===== src/rtl/core_inst_pkg.sv =====
// Shared definitions for the conv-pass instruction sequencer: instruction-word
// bit positions, the idle word and the sequencer state encoding.
package core_inst_pkg;

    localparam int INST_W = 34;
    localparam int ADDR_W = 11;

    localparam int B_ACC      = 33;
    localparam int B_CEN_P    = 32;
    localparam int B_WEN_P    = 31;
    localparam int B_AP_LO    = 20;
    localparam int B_CEN_X    = 19;
    localparam int B_WEN_X    = 18;
    localparam int B_AX_LO    = 7;
    localparam int B_OFIFO_RD = 6;
    localparam int B_IFIFO_WR = 5;
    localparam int B_IFIFO_RD = 4;
    localparam int B_L0_RD    = 3;
    localparam int B_L0_WR    = 2;
    localparam int B_EXEC     = 1;
    localparam int B_LOAD     = 0;

    // Memories deselected, write-enables inactive, every strobe low.
    localparam logic [INST_W-1:0] INST_IDLE = 34'h1_800C_0000;

    typedef enum logic [2:0] {
        ST_IDLE,
        ST_W_RD,
        ST_W_LD,
        ST_GAP,
        ST_X_EX,
        ST_DRAIN,
        ST_NEXT,
        ST_FIN
    } state_t;

    function automatic int max3(input int a, input int b, input int c);
        int m;
        m = (a > b) ? a : b;
        return (m > c) ? m : c;
    endfunction

endpackage


===== src/rtl/core_inst_dly.sv =====
// One-cycle delay of a strobe plus its payload; the payload reads as zero
// whenever the delayed strobe is low so it can drive instruction fields directly.
module core_inst_dly
    import core_inst_pkg::*;
#(
    parameter int W = 1
) (
    input  logic         clk,
    input  logic         i_srst,
    input  logic         i_vld,
    input  logic [W-1:0] i_data,
    output logic         o_vld,
    output logic [W-1:0] o_data
);

    logic         r_vld;
    logic [W-1:0] r_data;

    always_ff @(posedge clk) begin
        if (i_srst) begin
            r_vld  <= 1'b0;
            r_data <= '0;
        end else begin
            r_vld  <= i_vld;
            r_data <= i_vld ? i_data : '0;
        end
    end

    assign o_vld  = r_vld;
    assign o_data = r_data;

endmodule


===== src/rtl/core_inst_seq.sv =====
// Conv-pass instruction sequencer: per kernel position loads weights into the
// array, streams activations, then drains the output FIFO into pmem.
module core_inst_seq
    import core_inst_pkg::*;
#(
    parameter int          bw      = 4,
    parameter int          psum_bw = 16,
    parameter int          row     = 8,
    parameter int          col     = 8,
    parameter int          len_kij = 9,
    parameter int          len_nij = 36,
    parameter logic [10:0] w_base  = 11'd64,
    parameter logic [10:0] p_base  = 11'd0,
    parameter int          gap     = 16
) (
    input  logic              clk,
    input  logic              reset,
    input  logic              start,
    input  logic              valid,
    output logic [INST_W-1:0] inst,
    output logic              busy,
    output logic              done
);

    localparam int CNT_W = $clog2(max3(len_nij, col, gap) + 1);
    localparam int KIJ_W = $clog2(len_kij + 1);

    localparam logic [CNT_W-1:0]  COL_C    = CNT_W'(col);
    localparam logic [CNT_W-1:0]  COL_LAST = CNT_W'(col - 1);
    localparam logic [CNT_W-1:0]  GAP_LAST = CNT_W'(gap - 1);
    localparam logic [CNT_W-1:0]  NIJ_LAST = CNT_W'(len_nij - 1);
    localparam logic [KIJ_W-1:0]  KIJ_LAST = KIJ_W'(len_kij - 1);
    localparam logic [ADDR_W-1:0] COL_A    = ADDR_W'(col);

    if (bw < 1 || psum_bw < bw || row < 1 || col < 1 || len_kij < 1 || len_nij < 1 || gap < 1) begin : g_bad_cfg
        $error("core_inst_seq: inconsistent array configuration");
    end

    state_t              r_state, w_state_next;
    logic [CNT_W-1:0]    r_cnt, w_cnt_next;
    logic [KIJ_W-1:0]    r_kij, w_kij_next;
    logic [INST_W-1:0]   r_inst, w_inst_next;
    logic                r_busy, r_done, r_ex_pend;

    logic                w_xrd, w_ld, w_ofifo_rd, w_is_x;
    logic [ADDR_W-1:0]   w_xaddr;
    logic                w_l0wr, w_l0wr_x, w_pwr;
    logic [ADDR_W:0]     w_pdata_in, w_pdata;

    always_comb begin
        w_state_next = r_state;
        w_cnt_next   = r_cnt;
        w_kij_next   = r_kij;
        w_xrd        = 1'b0;
        w_xaddr      = '0;
        w_ld         = 1'b0;
        w_ofifo_rd   = 1'b0;
        case (r_state)
            ST_IDLE: begin
                if (start) begin
                    w_state_next = ST_W_RD;
                    w_cnt_next   = '0;
                    w_kij_next   = '0;
                end
            end
            // One extra cycle after the last read lets its delayed l0_wr
            // land before load begins.
            ST_W_RD: begin
                if (r_cnt < COL_C) begin
                    w_xrd      = 1'b1;
                    w_xaddr    = w_base + ADDR_W'(r_kij) * COL_A + ADDR_W'(r_cnt);
                    w_cnt_next = r_cnt + 1'b1;
                end else begin
                    w_state_next = ST_W_LD;
                    w_cnt_next   = '0;
                end
            end
            ST_W_LD: begin
                w_ld = 1'b1;
                if (r_cnt == COL_LAST) begin
                    w_state_next = ST_GAP;
                    w_cnt_next   = '0;
                end else begin
                    w_cnt_next = r_cnt + 1'b1;
                end
            end
            ST_GAP: begin
                if (r_cnt == GAP_LAST) begin
                    w_state_next = ST_X_EX;
                    w_cnt_next   = '0;
                end else begin
                    w_cnt_next = r_cnt + 1'b1;
                end
            end
            ST_X_EX: begin
                w_xrd   = 1'b1;
                w_xaddr = ADDR_W'(r_cnt);
                if (r_cnt == NIJ_LAST) begin
                    w_state_next = ST_DRAIN;
                    w_cnt_next   = '0;
                end else begin
                    w_cnt_next = r_cnt + 1'b1;
                end
            end
            ST_DRAIN: begin
                if (valid) begin
                    w_ofifo_rd = 1'b1;
                    if (r_cnt == NIJ_LAST) begin
                        w_state_next = ST_NEXT;
                        w_cnt_next   = '0;
                    end else begin
                        w_cnt_next = r_cnt + 1'b1;
                    end
                end
            end
            ST_NEXT: begin
                if (r_kij == KIJ_LAST) begin
                    w_state_next = ST_FIN;
                end else begin
                    w_kij_next   = r_kij + 1'b1;
                    w_state_next = ST_W_RD;
                    w_cnt_next   = '0;
                end
            end
            ST_FIN: begin
                w_state_next = ST_IDLE;
            end
            default: begin
                w_state_next = ST_IDLE;
            end
        endcase
    end

    // The payload bit marks activation reads, whose l0_wr spawns an execute.
    assign w_is_x     = (r_state == ST_X_EX);
    assign w_pdata_in = {(r_kij != '0), p_base + ADDR_W'(r_cnt)};

    core_inst_dly #(.W(1)) u_dly_l0 (
        .clk    (clk),
        .i_srst (reset),
        .i_vld  (w_xrd),
        .i_data (w_is_x),
        .o_vld  (w_l0wr),
        .o_data (w_l0wr_x)
    );

    core_inst_dly #(.W(ADDR_W + 1)) u_dly_pmem (
        .clk    (clk),
        .i_srst (reset),
        .i_vld  (w_ofifo_rd),
        .i_data (w_pdata_in),
        .o_vld  (w_pwr),
        .o_data (w_pdata)
    );

    always_comb begin
        w_inst_next                        = INST_IDLE;
        w_inst_next[B_ACC]                 = w_pdata[ADDR_W];
        w_inst_next[B_CEN_P]               = ~w_pwr;
        w_inst_next[B_WEN_P]               = ~w_pwr;
        w_inst_next[B_AP_LO +: ADDR_W]     = w_pdata[ADDR_W-1:0];
        w_inst_next[B_CEN_X]               = ~w_xrd;
        w_inst_next[B_WEN_X]               = 1'b1;
        w_inst_next[B_AX_LO +: ADDR_W]     = w_xaddr;
        w_inst_next[B_OFIFO_RD]            = w_ofifo_rd;
        w_inst_next[B_IFIFO_WR]            = 1'b0;
        w_inst_next[B_IFIFO_RD]            = 1'b0;
        w_inst_next[B_L0_RD]               = w_ld | r_ex_pend;
        w_inst_next[B_L0_WR]               = w_l0wr;
        w_inst_next[B_EXEC]                = r_ex_pend;
        w_inst_next[B_LOAD]                = w_ld;
    end

    always_ff @(posedge clk) begin
        if (reset) begin
            r_state   <= ST_IDLE;
            r_cnt     <= '0;
            r_kij     <= '0;
            r_inst    <= INST_IDLE;
            r_busy    <= 1'b0;
            r_done    <= 1'b0;
            r_ex_pend <= 1'b0;
        end else begin
            r_state   <= w_state_next;
            r_cnt     <= w_cnt_next;
            r_kij     <= w_kij_next;
            r_inst    <= w_inst_next;
            r_busy    <= (w_state_next != ST_IDLE) && (w_state_next != ST_FIN);
            r_done    <= (w_state_next == ST_FIN);
            r_ex_pend <= w_l0wr & w_l0wr_x;
        end
    end

    assign inst = r_inst;
    assign busy = r_busy;
    assign done = r_done;

endmodule


===== config.mk =====
export PLATFORM = sky130hd
export DESIGN_NAME = core_inst_seq
export DESIGN_NICKNAME = d
export VERILOG_FILES = /design/src/rtl/core_inst_pkg.sv /design/src/rtl/core_inst_dly.sv /design/src/rtl/core_inst_seq.sv
export SDC_FILE = /design/constraint.sdc
export NUM_CORES = 1
export LEC_CHECK = 0
export BUFFER_PORTS_ARGS = -buffer_cell sky130_fd_sc_hd__buf_2
export CORE_UTILIZATION = 43
export CTS_BUF_LIST = sky130_fd_sc_hd__clkbuf_4
export CTS_CLUSTER_DIAMETER = 40
export DETAILED_ROUTE_END_ITERATION = 10
export PLACE_DENSITY = 0.63
export SYNTH_ARGS = -nofsm -noshare
export SYNTH_HDL_FRONTEND = slang
export SYNTH_SLANG_ARGS = --single-unit

===== constraint.sdc =====
create_clock -name clk -period 5.25 [get_ports clk]
set_input_delay 0.7875 -clock clk [delete_from_list [all_inputs] [get_ports clk]]
set_output_delay 0.7875 -clock clk [all_outputs]
set_load 0.02 [all_outputs]

==> out/metrics.yaml <==
outcome:
  run_status: "finished with violations"
  violations: "design-rule violations"
cells_and_area:
  fill_cells: 422
  final_common_cell: "dfxtp_1"
  insertedDiodeCount: 0
  final_cells: 294
  layout_common_cells: "47 x dfxtp_1, 28 x buf_2, 20 x nor2_1"
  area_growth_pct: 7.62
  design_area_mm2: 0.00221
  final_nets: 252
  drive_above_1_share: 0.161
yosys:
  ys_ff_latch: 47
  synth_seq_area_share: 0.458
  synth_edf_count: 0
  synthCells: 224
  yosys_warnings: 0
  netlist_top_cells_area: "dfxtp_1 46%, buf_4 4.8%, ha_1 3.7%"
  yosysTopAreaCell: "dfxtp_1"
  synth_area_mm2: 0.00205
  netlist.area_leader.share: 0.458
  synth_flop_cell: "dfxtp_1"
  ys_types: 50
  synth_area_per_cell_um2: 9.17
  async_reset_ff_frac: 0
setup_path:
  r2r-end: "r_cnt[2]$_SDFFE_PP0P_"
  required_ns: 5.56
  timing.rr.start: "r_kij[1]$_SDFFE_PP0P_"
  arrival_ns: 2.62
  worstSetupPathType: "reg -> reg"
  worstSetupEndpointType: "flop"
  startpoint_type: "flop"
  regToRegSetupSlack_ns: 2.94
  crit_start: "r_kij[1]$_SDFFE_PP0P_"
  rr_worst_depth: 7
  cp_max_fo: 9
hold_path:
  min_delay_worst_endpoint: "inst[32]$_SDFF_PP1_"
  hold_path_startpoint: "inst[6]$_SDFF_PP0_"
  hold_class: "reg -> reg"
  whs_path_depth: 1
routing:
  viasPerCell: 5.19
  wl_per_cell_um: 12.7
  totalWireLength_mm: 3.73
  drc: 12
  ant_nets: 0
  drt_iter0_markers: 101
  dr.pass1.iters: 9
  num_vias: 1527
sta:
  fin_setup_tns_ns: 0
  timing_hold_violations_final: 0
  relSlewSlack: 0.513
  drv_slew: 0
  holdWs_ns: 0.409
  worst_slew_pin_slew_ns: 0.725
  fmax_mhz: 433
  clock_skew_ns: 0.0157
  finalSetupViolCount: 0
  rsz0062_at_grt: "no"
  fin_crit_ns: 2.31
  fin_crit_sh: 0.440
cts:
  clk_pin_slew_ns: 0.14
  clk_latency_ns: 0.37
  numClockSinks: 47
  cts_resized: 0
  cts_buffers: 5
  cts-root-buf: "clkbuf_4"
  hold_buffers: 0
  cts_tree: "built"
  h-tree-depth: 2
  clock_path_buffers: 2
  post_cts_buffers: 0
pwr:
  p_int_uw: 472
  comb_power_share: 0.058
  vdd_ir_drop_max_mv: 0.118
  switchingPower_uw: 150
  p_leak_nw: 0.985
  switching_share: 0.240
  seq_power_share: 0.587
  powerDensity_mw_per_mm2: 281
  pwr-share-clk: 0.355
floorplan:
  start_util: 0.459
  core_area_mm2: 0.00447
  die_area_mm2: 0.00506
  io_pins: 40
  die_w_um: 71.1
  die_y_um: 71.1
  rows: 24
grt:
  grt_pass1_vias: 1295
  antenna_found_initial: 0
  grt_max_degree: 33
  grt_pass1_wl_mm: 6.02
  overflow: 0
  grtUsageTotal: 0.155
place:
  gp_congestion: 0.837
  dp_hpwl_mm: 2.54
  placedCellCount: 286
  place_area_mm2: 0.00213
  port_buffers: 28
flow_run:
  max_cap_viol_count: 0
flip-flops by register name, indices dropped and copies added, names as in the netlist:
signal and count:
inst 22, u_dly_pmem.o_data 7, r_cnt 6, r_kij 4, r_state 3, busy 1
done 1, r_ex_pend 1, u_dly_l0.o_data 1, u_dly_l0.o_vld 1
worst max-delay path, cell delays in order, from the launching register on:
cell,delay (ns)
dfxtp_1,0.44
inv_1,0.08
ha_1,0.19
and4b_1,0.21
and3b_1,0.24
a311o_4,0.44
or4b_1,0.50
a21oi_1,0.15
area by class of cell:
class                           instances  area [um2]  share of cell area
Clock buffer                            5        37.5              0.0170
Clock inverter                          3        46.3              0.0210
Inverter                                5        18.8             0.00849
Multi-Input combinational cell        154         961               0.435
Sequential cell                        47         941               0.426
Tap cell                               52        65.1              0.0294
Timing Repair Buffer                   28         140              0.0634
synth_stat cells, types with 2 or more instances:
cell type / instances
o21ai_0: 5
nor2_1: 20
xnor2_1: 2
buf_1: 3
nand2b_1: 4
xor2_1: 4
nor4_1: 2
o21ai_1: 2
inv_1: 5
ha_1: 6
or2_2: 2
and2_1: 11
nand2_1: 14
a22oi_1: 3
a21oi_1: 12
nand3_1: 4
nor3_1: 8
dfxtp_1: 47
nor2b_1: 11
and3_1: 2
nor4b_1: 2
buf_4: 13
or3b_1: 2
a211oi_1: 3
conb_1: 2
buf_6: 2
or4b_1: 2
clkbuf_1: 8
o31a_1: 2
worst max path at each step:
stage                             to  slack, ns  depth (start not counted)
2_1_floorplan  r_cnt[2]$_SDFFE_PP0P_       3.04                          8
3_3_place_gp         busy$_SDFF_PP0_       3.00                          6
6_report       r_cnt[2]$_SDFFE_PP0P_       2.94                          7
3_5_place_dp   r_cnt[2]$_SDFFE_PP0P_       2.96                          7
5_1_grt        r_cnt[2]$_SDFFE_PP0P_       2.83                          7
4_1_cts        r_cnt[2]$_SDFFE_PP0P_       2.94                          7
metal layers:
metal	global-route usage	wire length [um]	vias to the layer above
li1	-	-	777
met1	0.210	1800	693
met2	0.233	1680	50
met3	0.0442	187	7
met4	0.0622	68	0
met5	0	0	-
power by group through the flow:
stage                     combinational (mW)  sequential, mW  clock [mW]
after floorplan                       0.0349           0.372           0
after global placement                0.0362           0.373           0
after detailed placement              0.0361           0.373           0
after CTS                             0.0363           0.365       0.226
after global routing                  0.0397           0.366       0.240
final                                 0.0363           0.365       0.221
logic make-up after synthesis:
group / count (synthesis) / share of synthesized area
other: 2 / 0.00366
and+or+nand+nor: 89 / 0.236
xor gates and xnor gates: 6 / 0.0256
AOI/OAI and AO/OA: 41 / 0.140
DFF: 47 / 0.458
adders and majority gates: 7 / 0.0463
buffers and inverters: 32 / 0.0902
stage by stage:
step	worst slack, ns	power [mW]	utilization
after global placement	3.00	0.409	0.475
after detailed placement	2.96	0.409	0.475
final	2.94	0.622	0.494
after CTS	2.94	0.627	0.494
after floorplan	3.04	0.407	-
after global routing	2.83	0.646	0.494
Note: power is estimated with default switching activity, not from simulation.
